[config.mk]
export PLATFORM = sky130hd
export DESIGN_NAME = alu_issue_stage
export DESIGN_NICKNAME = d
export VERILOG_FILES = /design/src/rtl/alu_issue_stage.sv
export SDC_FILE = /design/constraint.sdc
export NUM_CORES = 1
export LEC_CHECK = 0
export ABC_AREA = 1
export CAP_MARGIN = 10
export CORE_MARGIN = 4
export CORE_UTILIZATION = 41
export DETAILED_ROUTE_END_ITERATION = 16
export PLACE_DENSITY = 0.9
export SETUP_SLACK_MARGIN = 0.5
export SYNTH_ARGS = -nofsm -noshare
export SYNTH_HDL_FRONTEND = slang
export SYNTH_SLANG_ARGS = --single-unit
export TNS_END_PERCENT = 1
[constraint.sdc]
create_clock -name clk -period 1.5 [get_ports clk]
set_input_delay 0.225 -clock clk [delete_from_list [all_inputs] [get_ports clk]]
set_output_delay 0.225 -clock clk [all_outputs]
set_load 0.05 [all_outputs]
[src/rtl/alu_issue_stage.sv]
// rtl/alu_issue_stage.sv - ID/EX issue stage with MEM/WB forwarding and stall-time operand refresh
module alu_issue_stage #(
   parameter int XLEN        = 32,
   parameter int ALUOPS_SIZE = 4
) (
   input  logic                   clk,
   input  logic                   rst,
   input  logic                   flush,
   input  logic                   id_valid,
   output logic                   id_ready,
   input  logic [4:0]             id_rs1,
   input  logic [4:0]             id_rs2,
   input  logic [4:0]             id_rd,
   input  logic [XLEN-1:0]        id_rs1_data,
   input  logic [XLEN-1:0]        id_rs2_data,
   input  logic [XLEN-1:0]        id_pc,
   input  logic [XLEN-1:0]        id_imm,
   input  logic                   id_srcA_sel,
   input  logic                   id_srcB_sel,
   input  logic [ALUOPS_SIZE-1:0] id_aluop,
   input  logic                   id_reg_write,
   input  logic                   mem_reg_write,
   input  logic [4:0]             mem_rd,
   input  logic [XLEN-1:0]        mem_result,
   input  logic                   wb_reg_write,
   input  logic [4:0]             wb_rd,
   input  logic [XLEN-1:0]        wb_result,
   output logic                   ex_valid,
   input  logic                   ex_ready,
   output logic [XLEN-1:0]        inputA,
   output logic [XLEN-1:0]        inputB,
   output logic [ALUOPS_SIZE-1:0] ALUop,
   output logic [4:0]             ex_rd,
   output logic                   ex_reg_write,
   output logic [XLEN-1:0]        ex_pc
);

   logic                   ex_valid_q, ex_valid_d;
   logic [4:0]             rs1_q, rs1_d, rs2_q, rs2_d, rd_q, rd_d;
   logic [XLEN-1:0]        rs1_data_q, rs1_data_d, rs2_data_q, rs2_data_d;
   logic [XLEN-1:0]        pc_q, pc_d, imm_q, imm_d;
   logic                   srca_q, srca_d, srcb_q, srcb_d;
   logic [ALUOPS_SIZE-1:0] aluop_q, aluop_d;
   logic                   reg_write_q, reg_write_d;

   logic [XLEN-1:0]        fwd_rs1, fwd_rs2;
   logic                   load;
   logic                   refresh;

   // A held instruction blocks decode only until downstream consumes it.
   assign id_ready = !ex_valid_q || ex_ready;
   assign load     = id_valid && id_ready && !flush;
   assign refresh  = ex_valid_q && !ex_ready && !flush;

   // rs1 operand: x0 reads as zero, MEM beats WB, else the held data.
   always_comb begin
      fwd_rs1 = rs1_data_q;
      if (rs1_q == 5'd0)
         fwd_rs1 = '0;
      else if (mem_reg_write && (mem_rd == rs1_q))
         fwd_rs1 = mem_result;
      else if (wb_reg_write && (wb_rd == rs1_q))
         fwd_rs1 = wb_result;
   end

   // rs2 operand: same selection rules as rs1.
   always_comb begin
      fwd_rs2 = rs2_data_q;
      if (rs2_q == 5'd0)
         fwd_rs2 = '0;
      else if (mem_reg_write && (mem_rd == rs2_q))
         fwd_rs2 = mem_result;
      else if (wb_reg_write && (wb_rd == rs2_q))
         fwd_rs2 = wb_result;
   end

   // Next state: flush beats load beats drain; a stall folds forwarded values back into the held data.
   always_comb begin
      ex_valid_d  = ex_valid_q;
      rs1_d       = rs1_q;
      rs2_d       = rs2_q;
      rd_d        = rd_q;
      rs1_data_d  = rs1_data_q;
      rs2_data_d  = rs2_data_q;
      pc_d        = pc_q;
      imm_d       = imm_q;
      srca_d      = srca_q;
      srcb_d      = srcb_q;
      aluop_d     = aluop_q;
      reg_write_d = reg_write_q;
      if (flush) begin
         ex_valid_d = 1'b0;
      end else if (load) begin
         ex_valid_d  = 1'b1;
         rs1_d       = id_rs1;
         rs2_d       = id_rs2;
         rd_d        = id_rd;
         rs1_data_d  = id_rs1_data;
         rs2_data_d  = id_rs2_data;
         pc_d        = id_pc;
         imm_d       = id_imm;
         srca_d      = id_srcA_sel;
         srcb_d      = id_srcB_sel;
         aluop_d     = id_aluop;
         reg_write_d = id_reg_write;
      end else if (ex_valid_q && ex_ready) begin
         ex_valid_d = 1'b0;
      end else if (refresh) begin
         rs1_data_d = fwd_rs1;
         rs2_data_d = fwd_rs2;
      end
   end

   // Pipeline register with synchronous reset of every field.
   always_ff @(posedge clk) begin
      if (rst) begin
         ex_valid_q  <= 1'b0;
         rs1_q       <= '0;
         rs2_q       <= '0;
         rd_q        <= '0;
         rs1_data_q  <= '0;
         rs2_data_q  <= '0;
         pc_q        <= '0;
         imm_q       <= '0;
         srca_q      <= 1'b0;
         srcb_q      <= 1'b0;
         aluop_q     <= '0;
         reg_write_q <= 1'b0;
      end else begin
         ex_valid_q  <= ex_valid_d;
         rs1_q       <= rs1_d;
         rs2_q       <= rs2_d;
         rd_q        <= rd_d;
         rs1_data_q  <= rs1_data_d;
         rs2_data_q  <= rs2_data_d;
         pc_q        <= pc_d;
         imm_q       <= imm_d;
         srca_q      <= srca_d;
         srcb_q      <= srcb_d;
         aluop_q     <= aluop_d;
         reg_write_q <= reg_write_d;
      end
   end

   assign ex_valid     = ex_valid_q;
   assign inputA       = srca_q ? pc_q : fwd_rs1;
   assign inputB       = srcb_q ? imm_q : fwd_rs2;
   assign ALUop        = aluop_q;
   assign ex_rd        = rd_q;
   assign ex_reg_write = reg_write_q;
   assign ex_pc        = pc_q;

endmodule

==> results.py <==
metrics = {
    "synth": {
        "synth-xor-area-share": 0,
        "ys_ff_latch": 151,
        "synth_top_family_by_area": "simple AND/OR/NAND/NOR gates",
        "yosys.area_share.adder": 0,
        "ys_types": 19,
        "synth-simple-area-share": 0.413,
        "syn_avg_cell_area_sq_um": 6.06,
        "yosysWarnings": 0,
        "syn-num-nets": 1698,
        "ys_seq_area_frac": 0.340,
        "synth_area_sq_um": 8890,
        "synth_compound_area_frac": 0.179,
        "synthCells": 1467,
        "synth.area.mux_share": 0,
    },
    "run_status": {
        "failed_checks": "negative setup slack",
        "status": "finished, violations left",
    },
    "cells_and_area": {
        "nets": 2057,
        "final_common_cell": "nand2_1",
        "drive_above_1_share": 0.378,
        "area_growth_syn_to_layout_pct": 87.0,
        "finalNonFillerCells": 2118,
        "fin_util": 0.786,
        "layout_common_cells": "nand2_1 (307), nor2_1 (266), clkdlybuf4s50_1 (227)",
    },
    "setup_path": {
        "slowest_stage": "dfxtp_4",
        "endpoint_kind": "output pin",
        "reg2reg_from": "rs1_q[4]$_SDFFE_PP0P_",
        "rrSetupSlack_ns": -0.47,
        "crit_buf_inv": 6,
        "crit_end": "inputA[13]",
        "worstPathMaxFanout": 8,
        "path_depth": 14,
        "crit_family": "buffers and inverters",
        "critPathLaunchType": "register",
        "crit_arrival_ns": 2.28,
        "startpoint": "rs1_q[4]$_SDFFE_PP0P_",
        "crit_top_cell": "nand2_2",
        "rr_worst_depth": 16,
        "worstSetupPathType": "reg2out",
        "cp_cell_sequence": "buf_6 > inv_4 > nand2_4 > nand2_2 > nand2_2 > nor2_4 > buf_6 > buf_12 > buf_16 > nand3_1 > nand3_1 > nand2_2 > o21ai_4 > buf_12",
        "r2r-end": "rs1_data_q[15]$_SDFFE_PP0P_",
        "crit_required_ns": 1.27,
        "cp_slowest_stage_delay_ns": 0.35,
    },
    "run": {
        "drv_cap": 0,
    },
    "floorplanning": {
        "placementRows": 53,
        "pin_count": 339,
        "die_area_sq_um": 24100,
        "fp.coreArea_sq_um": 21200,
        "die_w_um": 155,
        "start_util": 0.420,
        "die_y_um": 155,
    },
    "sta": {
        "fin_hold_ws_ns": 0.372,
        "max_freq_mhz": 400,
        "relSlewSlack": 0.720,
        "worstMarginPinSlew_ns": 0.419,
        "setup_ws_ns": -1.00,
        "rsz0062_at_grt": "yes",
        "post-route-min-period_ns": 2.50,
        "slew_violations": 0,
        "fin_worst_skew_ns": 0.0110,
        "setup_violations": 146,
        "final_hold_viol_count": 0,
        "final.period_utilization": 1.67,
        "setup_tns_ns": -70.31,
    },
    "clock_network": {
        "cts_sinks": 151,
        "ctsHtreeMaxLevel": 4,
        "clockRootBuffer": "clkbuf_16",
        "cts_buffer_depth": 2,
        "clk_latency_ns": 0.43,
        "hold_buffers": 0,
        "cts.clk_slew.worst_paths_ns": 0.07,
        "cts_tree": "done",
        "cts_buffers": 17,
    },
    "routing": {
        "vias": 12300,
        "wl_um": 43900,
        "via_per_inst": 5.79,
        "detail_route.first_pass.iterations": 8,
        "drt_iter0_drc": 1544,
        "ant_nets": 0,
        "wire_per_inst_um": 20.7,
        "drc": 0,
    },
    "power_and_ir_drop": {
        "ir_drop_mv": 0.777,
        "p_leak_nw": 7.11,
        "power_density_nw_per_um2": 867,
    },
    "placed_design": {
        "pre_cts_ws_ns": -0.822,
        "port_buffers": 338,
        "post-place-cells": 2053,
        "gp_congestion": 0.996,
        "place_hpwl_um": 28800,
    },
    "global_routing": {
        "gr-total-overflow": 0,
        "grt_max_degree": 75,
        "grt_pass1_vias": 11600,
        "grtUsageTotal": 0.328,
        "grt_antenna_before_repair": 4,
        "grt_pass1_wl_um": 63400,
    },
    "min_path": {
        "min_path_type": "in2reg",
    },
}
## report_power, final
part           leakage (nW)  switching, W  internal (W)
Combinational          5.57       0.00317       0.00254
Clock                 0.272       0.00193       0.00221
Sequential             1.27      0.000262       0.00430
Total                  7.11       0.00537       0.00905
## registers in the layout, indices dropped and copies added (netlist names), 4 cells and up
name / count
rs1_q: 5
rs2_data_q: 32
rs2_q: 5
ALUop: 4
rs1_data_q: 32
ex_pc: 32
ex_rd: 5
imm_q: 32
## worst min path at each step
stage,start,slack (ns),depth (start not counted),end
after floorplan,rst,0.29,1,ex_valid$_SDFFE_PP0P_
after global placement,imm_q[23]$_SDFFE_PP0P_,0.48,2,imm_q[23]$_SDFFE_PP0P_
after detailed placement,ex_rd[3]$_SDFFE_PP0P_,0.50,2,ex_rd[3]$_SDFFE_PP0P_
after CTS,id_reg_write,0.35,3,ex_reg_write$_SDFFE_PP0P_
after global routing,id_imm[16],0.37,3,imm_q[16]$_SDFFE_PP0P_
final,id_reg_write,0.37,3,ex_reg_write$_SDFFE_PP0P_
## worst register-to-register path: stages, from the launching register on
cell       delay (ns)
dfxtp_4          0.35
buf_6            0.13
inv_4            0.06
nand2_4          0.05
nand2_2          0.05
nand2_2          0.06
nor2_4           0.15
buf_6            0.12
buf_12           0.11
clkbuf_16        0.16
nand3_2          0.07
nand3_2          0.07
nand2_2          0.08
buf_4            0.15
nand2_1          0.06
nand2_1          0.08
a21oi_1          0.16
## through the flow
step | cell area [sq um] | total power, W
CTS | 16000 | 0.0140
finish | 16600 | 0.0144
detailed placement | 14200 | 0.00939
global placement | 14200 | 0.00930
global route | 16600 | 0.0149
floorplan | 9850 | 0.00727
## area by class of cell
type                            count  area, sq um
Multi-Input combinational cell   1178         6910
Timing Repair Buffer              451         5570
Fill cell                        1301         4520
Sequential cell                   151         3130
Clock buffer                       19          443
Tap cell                          275          344
Inverter                           27          114
Clock inverter                     13          109
Antenna cell                        4         10.0
## layer usage
metal / part of all wire / wire length (um) / vias up / track usage
met3: 0.089 / 3920 / 204 / 0.0673
li1: - / - / 5492 / -
met2: 0.48 / 21100 / 866 / 0.546
met4: 0.056 / 2480 / 0 / 0.147
met5: 0 / 0 / - / 0
met1: 0.37 / 16400 / 5693 / 0.411
## cell usage after synthesis
cell type  count  share of area
nor2_1       296           0.12
buf_4          3         0.0025
a21oi_2       30          0.030
nor3_2         2         0.0023
nand2_1      379           0.16
inv_1         20         0.0084
buf_6          3         0.0038
or2_2         64          0.045
a21oi_1       49          0.028
inv_2          7         0.0030
dfxtp_1      151           0.34
nand3_1      134          0.075
clkbuf_1      60          0.025
o21ai_1       42          0.024
nor2_2         5         0.0035
buf_2         40          0.023
nand3_2        2         0.0023
o21ai_0      174          0.098
buf_1          6         0.0025
## cell families after synthesis
kind of cell | after synthesis
and+or+nand+nor | 882
AOI/OAI and AO/OA | 295
DFF | 151
buffers and inverters | 139
## repair_timing
action	4_1_cts	5_1_grt
setup buffers	8	11
setup endpoints to repair	259	259
cloned	4	6
pin swaps	141	102
hold endpoints to repair	0	0
resized for setup	373	114
(Power assumes the default switching activity.)
